File: config.mk
export PLATFORM = sky130hd
export DESIGN_NAME = tile_dma_flat
export DESIGN_NICKNAME = d
export VERILOG_FILES = /design/src/rtl/tile_dma_if.sv /design/src/rtl/tile_dma.sv /design/src/flat_wrapper.sv
export SDC_FILE = /design/constraint.sdc
export NUM_CORES = 1
export LEC_CHECK = 0
export CAP_MARGIN = 20
export CORE_AREA = 2 2 229 231
export CTS_CLUSTER_SIZE = 24
export DETAILED_ROUTE_END_ITERATION = 7
export DIE_AREA = 0 0 231 233
export GPL_TIMING_DRIVEN = 0
export PLACE_DENSITY_LB_ADDON = 0.1
export SYNTH_ARGS = -nofsm -noshare
export SYNTH_HDL_FRONTEND = slang
export SYNTH_SLANG_ARGS = --single-unit
File: constraint.sdc
create_clock -name clk -period 3.6 [get_ports clk]
set_clock_uncertainty 0.05 [all_clocks]
set_input_delay 0.36 -clock clk [delete_from_list [all_inputs] [get_ports clk]]
set_output_delay 0.36 -clock clk [all_outputs]
set_load 0.03 [all_outputs]
File: src/rtl/tile_dma_if.sv
// Command, status and memory-port bundle for tile_dma.
// The master modport is the engine side; slave is the controller/memory side.
interface tile_dma_if #(
    parameter int ADDR_WIDTH = 32,
    parameter int DATA_WIDTH = 8,
    parameter int LEN_W      = 16,
    parameter int CNT_W      = 10
);
    logic                    start;
    logic                    mode;
    logic [ADDR_WIDTH-1:0]   src_base;
    logic [ADDR_WIDTH-1:0]   dst_base;
    logic [LEN_W-1:0]        row_bytes;
    logic [CNT_W-1:0]        row_count;
    logic [CNT_W-1:0]        plane_count;
    logic [LEN_W-1:0]        src_row_stride;
    logic [LEN_W-1:0]        dst_row_stride;
    logic [ADDR_WIDTH-1:0]   src_plane_stride;
    logic [ADDR_WIDTH-1:0]   dst_plane_stride;
    logic                    busy;
    logic                    finish;
    logic                    error;
    logic                    dram_we;
    logic [ADDR_WIDTH-1:0]   dram_addr;
    logic [DATA_WIDTH*4-1:0] dram_w_data;
    logic [DATA_WIDTH*4-1:0] dram_r_data;
    logic [3:0]              glb_re;
    logic [3:0]              glb_we;
    logic [ADDR_WIDTH-1:0]   glb_r_addr;
    logic [ADDR_WIDTH-1:0]   glb_w_addr;
    logic [DATA_WIDTH*4-1:0] glb_w_data;
    logic [DATA_WIDTH*4-1:0] glb_r_data;
    logic [31:0]             checksum;

    modport master (
        input  start, mode, src_base, dst_base, row_bytes, row_count, plane_count,
               src_row_stride, dst_row_stride, src_plane_stride, dst_plane_stride,
               dram_r_data, glb_r_data,
        output busy, finish, error, dram_we, dram_addr, dram_w_data,
               glb_re, glb_we, glb_r_addr, glb_w_addr, glb_w_data, checksum
    );

    modport slave (
        output start, mode, src_base, dst_base, row_bytes, row_count, plane_count,
               src_row_stride, dst_row_stride, src_plane_stride, dst_plane_stride,
               dram_r_data, glb_r_data,
        input  busy, finish, error, dram_we, dram_addr, dram_w_data,
               glb_re, glb_we, glb_r_addr, glb_w_addr, glb_w_data, checksum
    );
endinterface

File: src/rtl/tile_dma.sv
// tile_dma: strided 3-D copy engine, DRAM->GLB (load) or GLB->DRAM (store), one beat per cycle.
// Optional feature macro TILE_DMA_CHECKSUM_EN: byte-sum of all written (masked) lanes.
module tile_dma #(
    parameter int ADDR_WIDTH = 32,
    parameter int DATA_WIDTH = 8,
    parameter int LEN_W      = 16,
    parameter int CNT_W      = 10
) (
    input  logic      clk,
    input  logic      rst,
    tile_dma_if.master io
);
    localparam int BUS_W = DATA_WIDTH * 4;

    typedef enum logic [1:0] {IDLE, XFER, DRAIN, DONE} state_t;
    state_t state_q, state_d;

    logic                  mode_q, mode_d;
    logic                  error_q, error_d;
    logic [LEN_W-1:0]      row_bytes_q, row_bytes_d;
    logic [CNT_W-1:0]      row_count_q, row_count_d;
    logic [CNT_W-1:0]      plane_count_q, plane_count_d;
    logic [LEN_W-1:0]      src_row_stride_q, src_row_stride_d;
    logic [LEN_W-1:0]      dst_row_stride_q, dst_row_stride_d;
    logic [ADDR_WIDTH-1:0] src_plane_stride_q, src_plane_stride_d;
    logic [ADDR_WIDTH-1:0] dst_plane_stride_q, dst_plane_stride_d;
    logic [ADDR_WIDTH-1:0] src_plane_base_q, src_plane_base_d;
    logic [ADDR_WIDTH-1:0] dst_plane_base_q, dst_plane_base_d;
    logic [ADDR_WIDTH-1:0] src_row_base_q, src_row_base_d;
    logic [ADDR_WIDTH-1:0] dst_row_base_q, dst_row_base_d;
    logic [LEN_W-1:0]      off_q, off_d;
    logic [CNT_W-1:0]      row_q, row_d;
    logic [CNT_W-1:0]      plane_q, plane_d;
    logic                  wr_valid_q, wr_valid_d;
    logic [ADDR_WIDTH-1:0] wr_addr_q, wr_addr_d;
    logic [3:0]            wr_mask_q, wr_mask_d;

    logic                  accept;
    logic                  illegal_cmd, zero_cmd;
    logic [LEN_W-1:0]      rem;
    logic                  last_in_row, last_row, last_plane, last_beat;
    logic [3:0]            rd_mask;
    logic [ADDR_WIDTH-1:0] rd_addr;
    logic [BUS_W-1:0]      wr_data;

    assign accept      = (state_q == IDLE) && io.start;
    assign illegal_cmd = io.mode && (io.row_bytes[1:0] != 2'b00);
    assign zero_cmd    = (io.row_bytes == '0) || (io.row_count == '0) || (io.plane_count == '0);
    assign rem         = row_bytes_q - off_q;
    assign last_in_row = rem <= LEN_W'(4);
    assign last_row    = row_q == row_count_q - CNT_W'(1);
    assign last_plane  = plane_q == plane_count_q - CNT_W'(1);
    assign last_beat   = last_in_row && last_row && last_plane;
    assign rd_addr     = src_row_base_q + ADDR_WIDTH'(off_q);
    assign wr_data     = mode_q ? io.glb_r_data : io.dram_r_data;

    // Lane i is live while more than i bytes of the row remain; yields 0001/0011/0111/1111.
    genvar gi;
    generate
        for (gi = 0; gi < 4; gi++) begin : g_mask
            assign rd_mask[gi] = rem > LEN_W'(gi);
        end
    endgenerate

    always_ff @(posedge clk) begin
        if (rst) state_q <= IDLE;
        else     state_q <= state_d;
    end

    always_comb begin
        state_d = state_q;
        case (state_q)
            IDLE:    if (io.start) state_d = (illegal_cmd || zero_cmd) ? DONE : XFER;
            XFER:    if (last_beat) state_d = DRAIN;
            DRAIN:   state_d = DONE;
            DONE:    state_d = IDLE;
            default: state_d = IDLE;
        endcase
    end

    // Address walk is incremental: row base steps by row stride, plane base by plane stride.
    always_comb begin
        mode_d             = mode_q;
        error_d            = error_q;
        row_bytes_d        = row_bytes_q;
        row_count_d        = row_count_q;
        plane_count_d      = plane_count_q;
        src_row_stride_d   = src_row_stride_q;
        dst_row_stride_d   = dst_row_stride_q;
        src_plane_stride_d = src_plane_stride_q;
        dst_plane_stride_d = dst_plane_stride_q;
        src_plane_base_d   = src_plane_base_q;
        dst_plane_base_d   = dst_plane_base_q;
        src_row_base_d     = src_row_base_q;
        dst_row_base_d     = dst_row_base_q;
        off_d              = off_q;
        row_d              = row_q;
        plane_d            = plane_q;
        wr_valid_d         = 1'b0;
        wr_addr_d          = wr_addr_q;
        wr_mask_d          = wr_mask_q;
        if (accept) begin
            mode_d             = io.mode;
            error_d            = illegal_cmd;
            row_bytes_d        = io.row_bytes;
            row_count_d        = io.row_count;
            plane_count_d      = io.plane_count;
            src_row_stride_d   = io.src_row_stride;
            dst_row_stride_d   = io.dst_row_stride;
            src_plane_stride_d = io.src_plane_stride;
            dst_plane_stride_d = io.dst_plane_stride;
            src_plane_base_d   = io.src_base;
            dst_plane_base_d   = io.dst_base;
            src_row_base_d     = io.src_base;
            dst_row_base_d     = io.dst_base;
            off_d              = '0;
            row_d              = '0;
            plane_d            = '0;
        end else if (state_q == XFER) begin
            wr_valid_d = 1'b1;
            wr_addr_d  = dst_row_base_q + ADDR_WIDTH'(off_q);
            wr_mask_d  = rd_mask;
            if (!last_in_row) begin
                off_d = off_q + LEN_W'(4);
            end else begin
                off_d = '0;
                if (!last_row) begin
                    row_d          = row_q + CNT_W'(1);
                    src_row_base_d = src_row_base_q + ADDR_WIDTH'(src_row_stride_q);
                    dst_row_base_d = dst_row_base_q + ADDR_WIDTH'(dst_row_stride_q);
                end else begin
                    row_d            = '0;
                    plane_d          = plane_q + CNT_W'(1);
                    src_plane_base_d = src_plane_base_q + src_plane_stride_q;
                    dst_plane_base_d = dst_plane_base_q + dst_plane_stride_q;
                    src_row_base_d   = src_plane_base_q + src_plane_stride_q;
                    dst_row_base_d   = dst_plane_base_q + dst_plane_stride_q;
                end
            end
        end
    end

    always_ff @(posedge clk) begin
        if (rst) begin
            mode_q             <= 1'b0;
            error_q            <= 1'b0;
            row_bytes_q        <= '0;
            row_count_q        <= '0;
            plane_count_q      <= '0;
            src_row_stride_q   <= '0;
            dst_row_stride_q   <= '0;
            src_plane_stride_q <= '0;
            dst_plane_stride_q <= '0;
            src_plane_base_q   <= '0;
            dst_plane_base_q   <= '0;
            src_row_base_q     <= '0;
            dst_row_base_q     <= '0;
            off_q              <= '0;
            row_q              <= '0;
            plane_q            <= '0;
            wr_valid_q         <= 1'b0;
            wr_addr_q          <= '0;
            wr_mask_q          <= '0;
        end else begin
            mode_q             <= mode_d;
            error_q            <= error_d;
            row_bytes_q        <= row_bytes_d;
            row_count_q        <= row_count_d;
            plane_count_q      <= plane_count_d;
            src_row_stride_q   <= src_row_stride_d;
            dst_row_stride_q   <= dst_row_stride_d;
            src_plane_stride_q <= src_plane_stride_d;
            dst_plane_stride_q <= dst_plane_stride_d;
            src_plane_base_q   <= src_plane_base_d;
            dst_plane_base_q   <= dst_plane_base_d;
            src_row_base_q     <= src_row_base_d;
            dst_row_base_q     <= dst_row_base_d;
            off_q              <= off_d;
            row_q              <= row_d;
            plane_q            <= plane_d;
            wr_valid_q         <= wr_valid_d;
            wr_addr_q          <= wr_addr_d;
            wr_mask_q          <= wr_mask_d;
        end
    end

    // Load reads DRAM / writes GLB; store reads GLB / writes DRAM, so no port sees both at once.
    always_comb begin
        io.busy        = (state_q == XFER) || (state_q == DRAIN);
        io.finish      = (state_q == DONE);
        io.error       = error_q;
        io.dram_we     = 1'b0;
        io.dram_addr   = '0;
        io.dram_w_data = '0;
        io.glb_re      = 4'b0000;
        io.glb_we      = 4'b0000;
        io.glb_r_addr  = '0;
        io.glb_w_addr  = '0;
        io.glb_w_data  = '0;
        if (!mode_q) begin
            if (state_q == XFER) io.dram_addr = rd_addr;
            if (wr_valid_q) begin
                io.glb_we     = wr_mask_q;
                io.glb_w_addr = wr_addr_q;
                io.glb_w_data = wr_data;
            end
        end else begin
            if (state_q == XFER) begin
                io.glb_re     = 4'b1111;
                io.glb_r_addr = rd_addr;
            end
            if (wr_valid_q) begin
                io.dram_we     = 1'b1;
                io.dram_addr   = wr_addr_q;
                io.dram_w_data = wr_data;
            end
        end
    end

`ifdef TILE_DMA_CHECKSUM_EN
    logic [31:0] checksum_q, checksum_d;
    logic [31:0] lane_val [4];

    generate
        for (gi = 0; gi < 4; gi++) begin : g_csum
            assign lane_val[gi] = wr_mask_q[gi] ? 32'(wr_data[gi*DATA_WIDTH +: DATA_WIDTH]) : 32'd0;
        end
    endgenerate

    always_comb begin
        checksum_d = checksum_q;
        if (accept)          checksum_d = '0;
        else if (wr_valid_q) checksum_d = checksum_q + lane_val[0] + lane_val[1] + lane_val[2] + lane_val[3];
    end

    always_ff @(posedge clk) begin
        if (rst) checksum_q <= '0;
        else     checksum_q <= checksum_d;
    end

    assign io.checksum = checksum_q;
`else
    assign io.checksum = '0;
`endif
endmodule

File: src/flat_wrapper.sv
// flat-port wrapper written by rule: the top's interface ports become plain ports
module tile_dma_flat 
#(
    parameter int ADDR_WIDTH = 32,
    parameter int DATA_WIDTH = 8,
    parameter int LEN_W      = 16,
    parameter int CNT_W      = 10
)
  (clk, rst, io_start, io_mode, io_src_base, io_dst_base, io_row_bytes, io_row_count, io_plane_count, io_src_row_stride, io_dst_row_stride, io_src_plane_stride, io_dst_plane_stride, io_dram_r_data, io_glb_r_data, io_busy, io_finish, io_error, io_dram_we, io_dram_addr, io_dram_w_data, io_glb_re, io_glb_we, io_glb_r_addr, io_glb_w_addr, io_glb_w_data, io_checksum);
  tile_dma_if #(.ADDR_WIDTH(ADDR_WIDTH), .DATA_WIDTH(DATA_WIDTH), .LEN_W(LEN_W), .CNT_W(CNT_W)) io_i ();
  input  logic clk;
  input  logic rst;
  input wire logic [$bits(io_i.start)-1:0] io_start;
  input wire logic [$bits(io_i.mode)-1:0] io_mode;
  input wire logic [$bits(io_i.src_base)-1:0] io_src_base;
  input wire logic [$bits(io_i.dst_base)-1:0] io_dst_base;
  input wire logic [$bits(io_i.row_bytes)-1:0] io_row_bytes;
  input wire logic [$bits(io_i.row_count)-1:0] io_row_count;
  input wire logic [$bits(io_i.plane_count)-1:0] io_plane_count;
  input wire logic [$bits(io_i.src_row_stride)-1:0] io_src_row_stride;
  input wire logic [$bits(io_i.dst_row_stride)-1:0] io_dst_row_stride;
  input wire logic [$bits(io_i.src_plane_stride)-1:0] io_src_plane_stride;
  input wire logic [$bits(io_i.dst_plane_stride)-1:0] io_dst_plane_stride;
  input wire logic [$bits(io_i.dram_r_data)-1:0] io_dram_r_data;
  input wire logic [$bits(io_i.glb_r_data)-1:0] io_glb_r_data;
  output wire logic [$bits(io_i.busy)-1:0] io_busy;
  output wire logic [$bits(io_i.finish)-1:0] io_finish;
  output wire logic [$bits(io_i.error)-1:0] io_error;
  output wire logic [$bits(io_i.dram_we)-1:0] io_dram_we;
  output wire logic [$bits(io_i.dram_addr)-1:0] io_dram_addr;
  output wire logic [$bits(io_i.dram_w_data)-1:0] io_dram_w_data;
  output wire logic [$bits(io_i.glb_re)-1:0] io_glb_re;
  output wire logic [$bits(io_i.glb_we)-1:0] io_glb_we;
  output wire logic [$bits(io_i.glb_r_addr)-1:0] io_glb_r_addr;
  output wire logic [$bits(io_i.glb_w_addr)-1:0] io_glb_w_addr;
  output wire logic [$bits(io_i.glb_w_data)-1:0] io_glb_w_data;
  output wire logic [$bits(io_i.checksum)-1:0] io_checksum;
  assign io_i.start = io_start;
  assign io_i.mode = io_mode;
  assign io_i.src_base = io_src_base;
  assign io_i.dst_base = io_dst_base;
  assign io_i.row_bytes = io_row_bytes;
  assign io_i.row_count = io_row_count;
  assign io_i.plane_count = io_plane_count;
  assign io_i.src_row_stride = io_src_row_stride;
  assign io_i.dst_row_stride = io_dst_row_stride;
  assign io_i.src_plane_stride = io_src_plane_stride;
  assign io_i.dst_plane_stride = io_dst_plane_stride;
  assign io_i.dram_r_data = io_dram_r_data;
  assign io_i.glb_r_data = io_glb_r_data;
  assign io_busy = io_i.busy;
  assign io_finish = io_i.finish;
  assign io_error = io_i.error;
  assign io_dram_we = io_i.dram_we;
  assign io_dram_addr = io_i.dram_addr;
  assign io_dram_w_data = io_i.dram_w_data;
  assign io_glb_re = io_i.glb_re;
  assign io_glb_we = io_i.glb_we;
  assign io_glb_r_addr = io_i.glb_r_addr;
  assign io_glb_w_addr = io_i.glb_w_addr;
  assign io_glb_w_data = io_i.glb_w_data;
  assign io_checksum = io_i.checksum;
  tile_dma #(.ADDR_WIDTH(ADDR_WIDTH), .DATA_WIDTH(DATA_WIDTH), .LEN_W(LEN_W), .CNT_W(CNT_W)) u_core (.clk(clk), .rst(rst), .io(io_i));
endmodule
[After elaboration in Yosys (flattened, before gate mapping)]
Cells that the tools add are included.
Operators by class
  reductions and logical operators: 23
  bitwise operators: 1
  eq/ne operators: 7
  mux-type cells: 38
  $add $sub $neg: 12
  $lt $le $gt $ge: 5
Operators with widths (number)
  2-to-1 mux 32 bit: 25
  adder 32 x 16 -> 32 bit: 4
  adder 32 bit: 2
  > comparator 16 x 1 -> 1 bit, second input constant: 2
  > comparator 16 x 2 -> 1 bit, second input constant: 2
  adder 10 x 1 -> 10 bit, second input constant: 2
  equality test 10 bit: 2
  zero test 10 bit: 2
  subtractor 10 x 1 -> 10 bit, second input constant: 2
  adder 16 x 3 -> 16 bit, second input constant: 1
  <= comparator 16 x 3 -> 1 bit, second input constant: 1
  zero test 16 bit: 1
  2-to-1 mux 16 bit: 1
  2-to-1 mux 4 bit: 4
  subtractor 16 bit: 1
  2-to-1 mux 10 bit: 1
  one-hot mux 2 bit (4 select lines): 1
  AND reduction 2 bit: 4
  nonzero test 2 bit: 4
  2-to-1 mux 2 bit: 3
  AND reduction 3 bit: 2
  equality test 2 bit, second input constant: 2
  logical AND 1 bit: 4
  logical OR 1 bit: 4
  7 further kinds: 9
Word-level totals
  word-level logic and storage cells: 106
  register bits: 337
  input bits: 264
  output and inout bits: 204

[Logic depth before layout (Yosys ltp)]
  word-level depth: 7
  gate-level depth with buffers: 15
  depth with buffers taken out: 13

[Worst setup path after synthesis]
Ideal clock, no wire load.
  path type: register -> output
  from: reg u_core.off_q[3]
  to: out io_dram_addr[24]
  required time: 3190 ps
  path buffers: 2
  path slack: 6 ps
  cell stages (with the launch flop): 14
  arrival: 3184 ps
  path through: dfxtp_1 -> ha_1 -> a21o_1 -> a21oi_1 -> o21ai_0 -> nand2_1 -> o2111ai_1 -> a41o_1 -> clkbuf_1 -> nor2b_1 -> clkbuf_1 -> and3_1 -> xnor2_1 -> o21ai_0
On the way
  cells in the longest elaborated chain, start to end: 3
RTL lines
  start, declared: RTL line tile_dma.sv:31  | logic [LEN_W-1:0] off_q, off_d;
  start signal, assigned: RTL line tile_dma.sv:158  | off_q <= '0;
  start signal, assigned: RTL line tile_dma.sv:178  | off_q <= off_d;
  adder 32 x 16 -> 32 bit: RTL line tile_dma.sv:54  | assign rd_addr = src_row_base_q + ADDR_WIDTH'(off_q);
  2-to-1 mux 32 bit: RTL line tile_dma.sv:201  | if (state_q == XFER) io.dram_addr = rd_addr;
  2-to-1 mux 32 bit: RTL line tile_dma.sv:200  | if (!mode_q) begin
  end, declared: RTL line flat_wrapper.sv:30  | output wire logic [$bits(io_i.dram_addr)-1:0] io_dram_addr;
Every way passes these cells.

[Worst setup path after layout]
  from: reg u_core.src_row_base_q[3]
  to: out io_dram_addr[24]
On the way
  cells in the longest elaborated chain, start to end: 3
RTL lines
  start, declared: RTL line tile_dma.sv:29  | logic [ADDR_WIDTH-1:0] src_row_base_q, src_row_base_d;
  start signal, assigned: RTL line tile_dma.sv:176  | src_row_base_q <= src_row_base_d;
  adder 32 x 16 -> 32 bit: RTL line tile_dma.sv:54
  2-to-1 mux 32 bit: RTL line tile_dma.sv:201
  2-to-1 mux 32 bit: RTL line tile_dma.sv:200
Every way passes these cells.

==> qor.yml <==
dr.pass1.iters: 6
dpl.cell_count: 4234
finalCritPeriodShare_pct: 102.0
drtAntennaViolNets: 0
synth_compound_area_share_pct: 22.75
worstSetupPathType: "reg2out"
cts_buffers: 40
synth.distinct_cells: 85
grt_pass1_wl_um: 163000
antenna_found_initial: 6
drive_above_1_share_pct: 12.44
cts.path.max_buffers: 3
hold_slack_ns: 0.2700
max-cap-violations: 0
cts_htree_levels: 2
drc_errors: 0
coreArea_sq_um: 51090
cp_max_fo: 7
async_reset_ff_share_pct: 0
dr.first_iter.drc_count: 2662
nets: 4062
status: "finished with violations"
initial_core_util_pct: 44.64
path_cells: "ha_4, a21o_1, a21oi_2, o21ai_2, nand2_2, o2111ai_4, a41o_4, nor2b_4, buf_8, and3_4, xnor2_4, o21ai_1, buf_4"
arrival_ns: 3.26
worstPathRequired_ns: 3.19
via_per_inst: 6.048
wl_per_cell_um: 26.51
root_buffer: "clkbuf_16"
hold_viol: 0
synth_top_family_by_area: "simple AND/OR/NAND/NOR gates"
synth-seq-cells: 335
max_freq_mhz: 272.3
whs_path_depth: 3
syn_avg_cell_area_sq_um: 7.398
cts_hold_buffers: 0
placed_area_sq_um: 28180
finalSetupViolCount: 12
synth_area_leaders: "dfxtp_1, nand2_1, ha_1"
met3_usage_pct: 10.21
synth_top_area_share_pct: 29.40
hold_path_class: "in2reg"
rsz0062_at_grt: "true"
slowest_stage: "dfxtp_4"
max_stage_delay_ns: 0.37
area_growth_pct: 37.07
synthMuxAreaShare_pct: 1.289
synth_cells: 3083
synth_area_sq_um: 22810
synthSimpleGateAreaFrac_pct: 25.73
startpoint_type: "flop"
period_needed_ns: 3.672
io_pins: 468
violations: "setup timing"
gp_congestion: 1.076
ys_seq_area_share_pct: 29.40
critPathCaptureType: "primary output"
final_cells: 4356
busiest_layer: "met2"
die_area_sq_um: 53820
synth-xor-area-share_pct: 7.181
synth_largest_area_cell: "dfxtp_1"
slew_viol_final: 0
final_util_pct: 61.19
clock_latency_ns: 0.59
fp.dieW_um: 231
yosys_warnings: 0
use_met1_pct: 47.14
synth_edf_count: 0
peakVddDrop_mv: 0.3472
power_density_nw_per_um2: 588.5
worst_slack_ns: -0.07214
synthAdderAreaFrac_pct: 8.415
use_met2_pct: 68.67
port_buffers: 435
vias: 26347
r2r_cells: 8
final_area_sq_um: 31260
p_leak_nw: 12.70
cts_tree: "yes"
die_h_um: 233
clkTransAtPathRegs_ns: 0.06
place_hpwl_um: 90410
rows: 83
tightest_slew_ns: 1.346
cts_sinks: 335
totalWireLength_um: 115500
maxSlewHeadroom_pct: 10.28
first_global_vias: 25399
total_power_mw: 18.40
grt_max_degree: 19
gr-total-overflow: 0
grtUsageTotal_pct: 41.32
synth_ff_type: "dfxtp_1"
reg2reg_setup_slack_ns: -0.03
[through the flow]
step           TNS, ns  setup slack (ns)
2_1_floorplan        0          0.005661
3_3_place_gp   -213.64            -1.572
3_5_place_dp   -186.55            -1.599
4_1_cts        -0.4030           -0.1384
5_1_grt         -3.020           -0.1751
6_report       -0.3119          -0.07214
[cells in the final DEF (no fill, tap or decap), types with 12 or more instances in the layout]
master / Yosys / final
nand2_1: 528 / 517
clkdlybuf4s50_1: 0 / 388
dfxtp_1: 335 / 311
a21oi_1: 315 / 298
nor2_1: 309 / 297
ha_1: 147 / 131
clkbuf_1: 163 / 112
o21ai_0: 132 / 110
xnor2_1: 110 / 103
buf_4: 36 / 102
and2_1: 88 / 87
nand3_1: 70 / 69
nor3_1: 68 / 65
xor2_1: 77 / 60
a211oi_1: 70 / 60
a21o_1: 59 / 59
and3_1: 59 / 56
inv_1: 59 / 53
o211ai_1: 47 / 47
clkbuf_16: 0 / 44
clkbuf_2: 0 / 34
conb_1: 2 / 34
o21a_1: 27 / 27
mux2i_1: 26 / 26
nand2b_1: 26 / 25
nor2b_1: 28 / 24
a311oi_1: 26 / 24
nand4_1: 22 / 22
a31oi_1: 24 / 22
buf_6: 0 / 20
dfxtp_2: 0 / 19
or3_1: 20 / 17
nor4_1: 19 / 15
o21ai_1: 2 / 15
xor2_2: 0 / 14
buf_2: 14 / 13
a21oi_2: 0 / 12
clkbuf_8: 0 / 12
[what timing repair did]
item / 4_1_cts / 5_1_grt
endpoints found under the setup margin: 266 / 264
setup buffers: 30 / 23
endpoints found under the hold margin: 0 / 0
gates cloned: 3 / 2
pin swaps: 33 / 45
gates resized for setup: 382 / 246
[final timing paths]
kind                                        startpoint                                         to
max              u_core.src_row_base_q[3]$_SDFFE_PP0P_                           io_dram_addr[24]
min                             io_dst_plane_stride[3]  u_core.dst_plane_stride_q[3]$_SDFFE_PP0P_
max reg2reg             u_core.state_q[0]$_SDFFE_PP0P_    u_core.src_plane_base_q[4]$_SDFFE_PP0P_
min reg2reg  u_core.dst_plane_stride_q[4]$_SDFFE_PP0P_  u_core.dst_plane_stride_q[4]$_SDFFE_PP0P_
[report_power, final]
part | switching, mW | internal (mW) | total [mW]
clock network | 1.76 | 2.38 | 4.14
registers | 0.938 | 4.50 | 5.44
logic | 5.57 | 3.25 | 8.82
[cells in the mapped netlist, drive strengths merged, types with 53 or more instances]
cell type,number
nand2,529
dfxtp,335
a21oi,315
nor2,310
clkbuf,163
ha,147
o21ai,135
xnor2,110
and2,88
xor2,77
a211oi,70
nand3,70
nor3,69
a21o,59
and3,59
inv,59
buf,53
[worst max-delay path: cells and delay by family, from the launching register on]
family | cells | cell delay, ns
AO/OA/AOI/OAI | 6 | 1.13
AND/OR/NAND/NOR | 3 | 0.44
flip-flops | 1 | 0.37
buffers and inverters | 2 | 0.34
adder cells (fa/ha/maj) | 1 | 0.24
XOR/XNOR | 1 | 0.14
[state kept, by name, indices dropped and copies added (netlist names)]
signal and flops:
u_core.row_count_q 10, u_core.dst_row_base_q 32, u_core.wr_addr_q 32, u_core.src_row_base_q 32, u_core.src_row_stride_q 16, u_core.src_plane_stride_q 32
u_core.src_plane_base_q 32, u_core.state_q 2, u_core.off_q 14, u_core.plane_count_q 10, u_core.wr_mask_q 4, u_core.mode_q 1
u_core.io.error 1, u_core.dst_row_stride_q 16, u_core.wr_valid_q 1, u_core.row_bytes_q 16, u_core.dst_plane_base_q 32, u_core.plane_q 10
u_core.dst_plane_stride_q 32, u_core.row_q 10
[kinds of logic after synthesis]
kind of cell / count (synthesis)
simple gates: 1279
fa+ha+maj: 151
other cells: 2
xor+xnor: 187
buf+inv: 275
mux: 29
flops: 335
compound gates: 825
[routing by layer]
| layer | share of wire (%) | up-vias |
|---|---|---|
| li1 | - | 11914 |
| met2 | 46 | 1579 |
| met4 | 7.6 | 4 |
| met5 | 0.020 | - |
| met1 | 36 | 12446 |
| met3 | 10 | 404 |
[final cells by class]
| cell class | count | area [sq um] |
|---|---|---|
| Tap cell | 680 | 850.8 |
| Clock inverter | 10 | 90.09 |
| Fill cell | 4628 | 19830 |
| Multi-Input combinational cell | 2507 | 16110 |
| Antenna cell | 2 | 5.005 |
| Buffer | 208 | 1175 |
| Timing Repair Buffer | 496 | 4853 |
| Inverter | 59 | 225.2 |
| Clock buffer | 59 | 1205 |
| Sequential cell | 335 | 6749 |
Power figures use the tool's default switching activity.
